===== src/rtl/pipo_usr.sv =====
// rtl/pipo_usr.sv - universal shift register with parallel load and multi-cycle shift/rotate
module pipo_usr #(
  parameter int WIDTH = 4,
  parameter int AMT_W = 3
) (
  input  logic             clk,
  input  logic             rst,
  input  logic             ld,
  input  logic [WIDTH-1:0] pin,
  input  logic             start,
  input  logic [1:0]       op,
  input  logic [AMT_W-1:0] amt,
  input  logic             sin,
  output logic [WIDTH-1:0] pout,
  output logic             sout,
  output logic             busy,
  output logic             done
);

  typedef enum logic [1:0] {
    IDLE  = 2'd0,
    SHIFT = 2'd1,
    DONE  = 2'd2
  } state_t;

  localparam logic [1:0] OP_SHL = 2'b00;
  localparam logic [1:0] OP_SHR = 2'b01;
  localparam logic [1:0] OP_ROL = 2'b10;

  state_t           state_q, state_d;
  logic [WIDTH-1:0] pout_q, pout_d;
  logic             sout_q, sout_d;
  logic [AMT_W-1:0] cnt_q, cnt_d;
  logic [1:0]       op_q, op_d;

  always_ff @(posedge clk or negedge rst) begin
    if (!rst) begin
      state_q <= IDLE;
      pout_q  <= '0;
      sout_q  <= 1'b0;
      cnt_q   <= '0;
      op_q    <= 2'b00;
    end else begin
      state_q <= state_d;
      pout_q  <= pout_d;
      sout_q  <= sout_d;
      cnt_q   <= cnt_d;
      op_q    <= op_d;
    end
  end

  always_comb begin
    state_d = state_q;
    pout_d  = pout_q;
    sout_d  = sout_q;
    cnt_d   = cnt_q;
    op_d    = op_q;
    case (state_q)
      IDLE: begin
        // ld wins over start; a zero amount completes without any step
        if (ld) begin
          pout_d = pin;
        end else if (start) begin
          op_d    = op;
          cnt_d   = amt;
          state_d = (amt == '0) ? DONE : SHIFT;
        end
      end
      SHIFT: begin
        case (op_q)
          OP_SHL: begin
            pout_d = {pout_q[WIDTH-2:0], sin};
            sout_d = pout_q[WIDTH-1];
          end
          OP_SHR: begin
            pout_d = {sin, pout_q[WIDTH-1:1]};
            sout_d = pout_q[0];
          end
          OP_ROL: begin
            pout_d = {pout_q[WIDTH-2:0], pout_q[WIDTH-1]};
            sout_d = pout_q[WIDTH-1];
          end
          default: begin
            pout_d = {pout_q[0], pout_q[WIDTH-1:1]};
            sout_d = pout_q[0];
          end
        endcase
        cnt_d = cnt_q - AMT_W'(1);
        if (cnt_q == AMT_W'(1)) begin
          state_d = DONE;
        end
      end
      DONE:    state_d = IDLE;
      default: state_d = IDLE;
    endcase
  end

  assign pout = pout_q;
  assign sout = sout_q;
  assign busy = (state_q == SHIFT);
  assign done = (state_q == DONE);

endmodule


===== config.mk =====
export PLATFORM = sky130hd
export DESIGN_NAME = pipo_usr
export DESIGN_NICKNAME = d
export VERILOG_FILES = /design/src/rtl/pipo_usr.sv
export SDC_FILE = /design/constraint.sdc
export NUM_CORES = 1
export LEC_CHECK = 0
export CORE_MARGIN = 2
export CORE_UTILIZATION = 48
export DETAILED_ROUTE_END_ITERATION = 8
export PLACE_DENSITY_LB_ADDON = 0.12
export SLEW_MARGIN = 20
export SYNTH_ARGS = -nofsm -noshare
export SYNTH_HDL_FRONTEND = slang
export SYNTH_SLANG_ARGS = --single-unit

===== constraint.sdc =====
create_clock -name clk -period 3.7 [get_ports clk]
set_input_delay 0.925 -clock clk [delete_from_list [all_inputs] [get_ports clk]]
set_output_delay 0.925 -clock clk [all_outputs]
set_load 0.03 [all_outputs]

==> key figures <==
Route
  • Drt pass-1 iters: 4
  • Drt wl/cell: 13.54 um
  • Routed WL: 1449 um
  • Vias per cell: 5.720
  • Via count: 612
  • Initial DRC count: 7
  • DR DRC count: 0
  • Antenna Nets Post-Route: 0

STA
  • Setup violators final: 0
  • RSZ-0062 raised after global routing: false
  • Worst slew pin tran: 530.8 ps
  • Hold Fails Final Rpt: 0
  • Setup TNS: 0 ps
  • Setup ws final: 829.4 ps
  • Max-slew headroom: 64.50%
  • Fin crit share: 77.58%
  • Maximum clock frequency: 348.4 MHz
  • Fin crit period: 2871 ps
  • Clock Skew: 1.326 ps
  • Pins over their slew limit: 0

Critical path
  • CP arrival: 1950 ps
  • CP required: 2770 ps
  • Crit-path slowest cell: clkdlybuf4s50_1
  • Crit end category: output port
  • Max incr delay on CP: 690 ps
  • R2R Setup Slk: 2180 ps
  • Crit path max fanout: 11
  • Worst setup SP type: flip-flop
  • CP startpoint: state_q[1]$_DFFE_PN0P_
  • CP Capture Point: busy
  • Worst R2R Start: state_q[1]$_DFFE_PN0P_
  • Cells along the critical path: nand2b_2 > inv_2 > clkdlybuf4s50_1
  • FF-to-FF path depth: 3
  • Worst path bufs/invs: 2
  • CP Class: flip-flop to output port
  • WP depth: 3
  • Kind of cell adding the most delay to the critical path: buffers and inverters
  • Worst R2R End: cnt_q[2]$_DFFE_PN0P_

Synthesis
  • Commonest cells in the netlist: dfrtp_1 (12), nand2_1 (9), mux2i_1 (4), nand3_1 (4)
  • Post-synth EDFFs: 0
  • Multiplexer area fraction after synthesis: 5.624%
  • Top-area cell type share of the netlist area: 42.18%
  • Post-Synth Simple-Gate Area: 25.66%
  • Leading area contributor after synthesis: dfrtp_1
  • Post-synthesis register bit count: 12
  • Synth Warn #: 0
  • Async set-reset flop share out of synthesis: 100.0%
  • Adder-Cell Fraction of Synth Area: 3.515%
  • Cells after Synth: 72
  • Compound-Gate Fraction of Synth Area: 17.40%
  • Post-synth cell types: 33
  • Count leader, synth: dfrtp_1
  • Largest family of logic cells by synthesized area: simple AND/OR/NAND/NOR gates
  • Synth top area cells: dfrtp_1 (42%), mux2i_1 (5.6%), nand2_1 (4.7%)
  • Synth Flop Type: dfrtp_1
  • XOR/XNOR share of the synthesized area: 0%
  • Synth Cell Area: 711.9 um2
  • Syn_area_per_cell: 9.888 um2
  • Seq/Total Area, Yosys: 42.18%
  • Post-Syn Nets: 88

Hold path
  • Worst Hold Class: flip-flop to flip-flop
  • Hold_sp: sout$_DFFE_PN0P_

Global route
  • Initial antenna violation count: 0
  • Total Routing Usage GR: 18.84%
  • Largest net degree at the start of global routing: 13
  • Vias in the first global route: 581
  • First-pass GRT wire length: 2470 um
  • GRT Residual Overflow: 0

Floorplan
  • Die ar.: 0.001807 mm2
  • Die H: 42.51 um
  • Starting density of the core: 52.73%
  • Core ar.: 0.001350 mm2
  • Die X: 42.51 um
  • Cell row count: 13
  • Top-Level Pins: 21

Clock tree
  • CTS resizes: 0
  • TritonCTS Sinks: 12
  • Reg clk slew, reported paths: 70 ps
  • CTS tree: done
  • Clock root buffer: clkbuf_4
  • Hold Buf Count CTS: 0
  • Clk Latency, worst-skew pair: 270 ps
  • CTS buffer count: 3
  • Postcts setup bufs: 0
  • CTS max path bufs: 2
  • H-tree Lvls: 1

Power
  • Static Leak: 0.4013 nW
  • Worst ir drop on vdd: 0.0004648 V
  • Power Total: 775.8 uW
  • Power Density: 823.4 mW/mm2

Placed design
  • Pre-CTS setup slack: 1134 ps
  • Final RePlAce weighted congestion: 0.8385
  • PortBufs: 20
  • Area after DPL: 905.9 um2
  • Hpwl dp: 1141 um

Final layout
  • Final #Nets: 109
  • Area grow syn2layout: 32.34%
  • Antenna cells: 0
  • Layout cell share with drive strength beyond 1: 8.696%
  • Post-route design area: 942.2 um2

Job
  • Maximum Capacitance Violations: 0

Status
  • Status: finished, final reports clean
layout make-up:
type	count	area, um2
Inverter	4	15.01
Sequential cell	12	300.3
Multi-Input combinational cell	52	371.6
Tap cell	15	18.77
Fill cell	111	407.9
Clock buffer	4	36.28
Timing Repair Buffer	20	200.2
through the flow:
step / instances / util (%) / hold slack [ps]
2_1_floorplan: 72 / - / 472.5
3_3_place_gp: 103 / 67.10 / 486.4
3_5_place_dp: 103 / 67.10 / 498.2
4_1_cts: 107 / 69.79 / 514.2
5_1_grt: 107 / 69.79 / 558.1
6_report: 107 / 69.79 / 512.9
placed cells by master (no fill, tap or decap), types with 2 or more instances in the layout:
master	n
a221oi_1	2
ha_1	2
clkdlybuf4s50_1	20
inv_1	3
dfrtp_1	12
nand3_1	4
nor2b_1	3
o21ai_0	2
mux2i_1	4
nor3b_1	2
nand2_1	9
o211ai_1	2
clkbuf_4	3
nand2b_1	2
nor2_1	2
o22ai_1	3
state kept, by name, summed over array words and instances, names as in the netlist:
signal / cells
pout: 4
cnt_q: 3
op_q: 2
state_q: 2
sout: 1
how the worst min path moves through the flow:
stage | endpoint | slack (ps) | cells after the start
global placement | sout$_DFFE_PN0P_ | 490 | 2
finish | sout$_DFFE_PN0P_ | 510 | 2
global route | sout$_DFFE_PN0P_ | 560 | 2
CTS | sout$_DFFE_PN0P_ | 510 | 2
floorplan | op_q[1]$_DFFE_PN0P_ | 470 | 2
detailed placement | sout$_DFFE_PN0P_ | 500 | 2
metal layers:
metal	share of wire, %	GRT usage, %	wire length (um)
met5	0	0	0
met4	0.83	10.00	12
met3	4.2	8.190	61
met2	48	27.08	696
met1	47	23.59	678
worst min-delay path: stages, from the launching register on:
cell,delay [ps]
dfrtp_1,350
nand2_1,60
o21ai_1,70
cell families after synthesis:
kind of cell    Yosys count
mux                       4
fa+ha+maj                 2
compound gates           17
simple gates             29
buf+inv                   8
flops                    12
where the power goes:
part / internal [mW] / switching [mW] / leakage (nW)
Clock: 0.0598 / 0.0427 / 0.0210
Sequential: 0.195 / 0.0844 / 0.144
Combinational: 0.190 / 0.204 / 0.236
(Power assumes the default switching activity.)
==> RTL edit 1, RTL diff (same settings) <==
The 3 states of `state_t` get a one-hot encoding in 3 bits.
--- a/src/rtl/pipo_usr.sv
+++ b/src/rtl/pipo_usr.sv
@@ -19,6 +19,6 @@
 
-  typedef enum logic [1:0] {
-    IDLE  = 2'd0,
-    SHIFT = 2'd1,
-    DONE  = 2'd2
+  typedef enum logic [2:0] {
+    IDLE  = 3'b001,
+    SHIFT = 3'b010,
+    DONE  = 3'b100
   } state_t;
Function: same outputs for any inputs over 10 cycles, from zero or initial values and one cycle with rst low; not proved beyond that.
==> RTL edit 1 against the unedited design <==
Sequential cell count rose by 1. Design area rose by 12%. Power fell by 32%. Register-to-register slack got worse by 0.18 ns. Synthesized area rose by 18%. Via count rose by 7.0%. Wire length rose by 11%. Setup slack got worse by 0.010 ns. Critical path depth fell by 1. Clock power fell by 16%. Critical path type unchanged. Non-clock buffer count did not move. Sequential share of layout area fell by 0.95 points. Cell count rose by 6.5%.
==> RTL edit 1: results (changes against the unedited design) <==
sequential cell area fraction in the yosys report 0.388 (-0.0334); Vias per Instance 5.75 (+0.45%); max reg flops 4 (unchanged); CP max stage cell clkdlybuf4s50_1; Synth top cells by count dfrtp_1, a21oi_1, mux2_2; Post-Syn Nets 94 (+6.8%); gpl congestion 0.790 (-5.8%); WL/cell 14.1 um (+4.5%); post-DP HPWL 1200 um (+5.5%); Least-Margin Pin Slew 0.607 ns (+0.0760 ns); NumNets Final 114 (+4.6%); initial antenna violation count 0 (unchanged); placed cell area 0.00103 mm2 (+14%); cts repair resizes 0 (unchanged); critical path's largest stage delay 0.73 ns (+0.04 ns); status complete, no violations; Worst EP arrival slightly below 2 ns; layout cells sized above 1 0.165 (+0.0780); postcts setup bufs 0 (unchanged); asr flop ratio synth 1.00 (unchanged); deepest clock path buffer count 2 (unchanged); largest net degree at the start of global routing 18 (+5); DRT iter0 DRCs 11 (+4); WL final 1610 um (+11%); final global-route overflow total 0 (unchanged); CTS buffer count 3 (unchanged); synth top area cells dfrtp_1, mux2_2, a21oi_1; Ant. Diodes 0 (unchanged); Root Buffer clkbuf_4; number of global-route vias before repair 598 (+2.9%); # setup viols final 0 (unchanged); first-pass GRT wire length 2500 um (+1.4%); CP top delay family buffers and inverters; Main synth FF type dfrtp_1; Synth cell types 34 (+3.0%); clock-pin slew on the worst setup and hold paths roughly 0.080 ns; Peak VDD IR 0.307 mV (-34%); switching power 0.188 mW (-43%); syn avg cell area 10.8 um2 (+9.0%); H-tree levels 1 (unchanged); DRT Pass-1 Iters 2 (-2); crit-path max FO 17 (+6); Tot GR Track Use 0.172 (-0.0167); Pleak 0.435 nW (+8.3%); clk_skew 0.00531 ns (+0.00398 ns); YS warnings 0 (unchanged)
## RTL edit 1: path summary, 6_finish.rpt
path / startpoint / slack, ns / to / cells after the start
worst max register to register: state_q[2] / 2.00 / pout[1] / 3
max in group asynchronous: rst / 2.28 / cnt_q[1] / 1
worst max-delay path: state_q[2] / 0.82 / busy / 2
worst min register to register: sout / 0.55 / sout / 2
worst min-delay path: sout / 0.55 / sout / 2
min in group asynchronous: rst / 1.03 / state_q[1] / 1
## RTL edit 1: worst min-delay path, stage by stage (launching register included)
cell and delay, ns:
dfrtp_1 0.35, nor2_1 0.05, a21oi_1 0.11
## RTL edit 1: layer usage
metal | up-vias | track usage | wire length, um
met5 | - | 0 | 0
met4 | 0 | 0.103 | 15
met3 | 2 | 0.0476 | 62
met2 | 13 | 0.275 | 784
met1 | 312 | 0.201 | 751
li1 | 328 | - | -
## RTL edit 1: layout make-up
type                    count  area, um2
well taps                  17       21.3
clock buffers               4       26.3
inverters                   5       18.8
flip-flops and latches     13        327
multi-input cells          55        463
repair buffers             20        200
fillers                   140        633
## RTL edit 1: power groups by stage
stage,logic [mW],clock network (mW),registers (mW)
floorplan,0.123,0,0.249
global placement,0.206,0,0.234
detailed placement,0.209,0,0.236
CTS,0.209,0.0917,0.233
global route,0.223,0.100,0.239
finish,0.207,0.0863,0.232
## RTL edit 1: cells by family (layout without fill, tap and decap cells)
| kind of cell | after synthesis | in the layout | share of synthesized area |
|---|---|---|---|
| simple gates | 24 | 24 | 0.229 |
| compound gates | 20 | 20 | 0.164 |
| flops | 13 | 13 | 0.388 |
| buf+inv | 10 | 29 | 0.0610 |
| mux | 9 | 9 | 0.128 |
| fa+ha+maj | 2 | 2 | 0.0298 |
## RTL edit 1: metrics by stage
stage	util	total power, mW	hold WS [ns]	worst slack (ns)
6_report	0.625	0.525	0.547	0.819
5_1_grt	0.625	0.562	0.579	0.691
4_1_cts	0.625	0.534	0.562	0.802
3_5_place_dp	0.610	0.445	0.543	1.12
3_3_place_gp	0.610	0.440	0.551	1.15
2_1_floorplan	-	0.372	0.528	1.28
==> RTL edit 2, RTL diff (same flow settings) <==
Made on the original files. `AMT_W`: 3 -> 6.
--- a/src/rtl/pipo_usr.sv
+++ b/src/rtl/pipo_usr.sv
@@ -3,3 +3,3 @@
   parameter int WIDTH = 4,
-  parameter int AMT_W = 3
+  parameter int AMT_W = 6
 ) (
Interface: changed (resized amt); port bits go from 21 to 24. No check against the original RTL was run, so the function may have changed too.
==> RTL edit 2 against the unedited design <==
Cell count grew 33%. Worst hold slack gained 0.017 ns. Synthesized area grew 30%. Power grew 13%. Via count grew 30%. Sequential cell count grew 3. Sequential power grew 23%. Largest cell class unchanged. Design area grew 22%. Wire length grew 36%. Setup slack lost 0.22 ns.
==> RTL edit 2: results (changes against the unedited design) <==
syn avg cell area 9.55 um2 (-3.5%); Hold Slack 0.530 ns (+0.0174 ns); status complete, no violations; DRT iter0 DRCs 24 (+17); Post-Syn Nets 116 (+32%); FF-to-FF path depth 5 (+2); clock-cell share of area 0.0228 (-0.0157); Vias 798 (+30%); reg-to-reg critical path endpoint cnt_q[4]; worst skew pair latency 0.29 ns (+0.02 ns); crit-path max FO 13 (+2); complex-gate fraction of the synthesized area 0.189 (+0.0152); Pleak 0.468 nW (+17%); Non-clock buffer share 0.200 (-0.0129); crit path time final 3.09 ns (+0.224 ns); Layout Cells excl Fill 142 (+33%); Tot GR Track Use 0.209 (+0.0211); largest net degree at the start of global routing 16 (+3); synth top area cells dfrtp_1, buf_6, nor2_1; hold depth 1 (-1); mux contribution to synthesized area 0.0432 (-0.0130); Peak VDD IR 0.419 mV (-9.8%); Hold EP cnt_q[3]; Tapcell Cnt 25 (+10); first-pass GRT wire length 3290 um (+33%); placed cell area 0.00113 mm2 (+24%)
-- RTL edit 2: cell types whose count changed after synthesis, moves of 2 or more --
cell,before,now
buf_2,2,0
a21oi_1,1,5
nor3_1,1,4
buf_6,1,4
or3_1,0,2
dfrtp_1,12,15
nor2_1,2,11
nor2b_1,3,0
nand3_1,4,1
o22ai_2,0,2
-- RTL edit 2: worst max path at each step --
stage,start,to,cells past startpoint
after floorplan,ld,cnt_q[4],5
after global placement,state_q[1],busy,3
after detailed placement,state_q[1],busy,3
after CTS,state_q[1],busy,3
after global routing,state_q[1],busy,3
final,state_q[1],busy,3
-- RTL edit 2: where the power goes --
group / switching, mW / internal [mW] / leakage, nW
registers: 0.0997 / 0.243 / 0.175
clock network: 0.0518 / 0.0420 / 0.0150
logic: 0.234 / 0.203 / 0.278
-- RTL edit 2: layer usage --
layer  track usage  up-vias
met3        0.0340        5
met2         0.299       25
met1         0.309      375
li1              -      393
met4        0.0973        0
met5             0        -
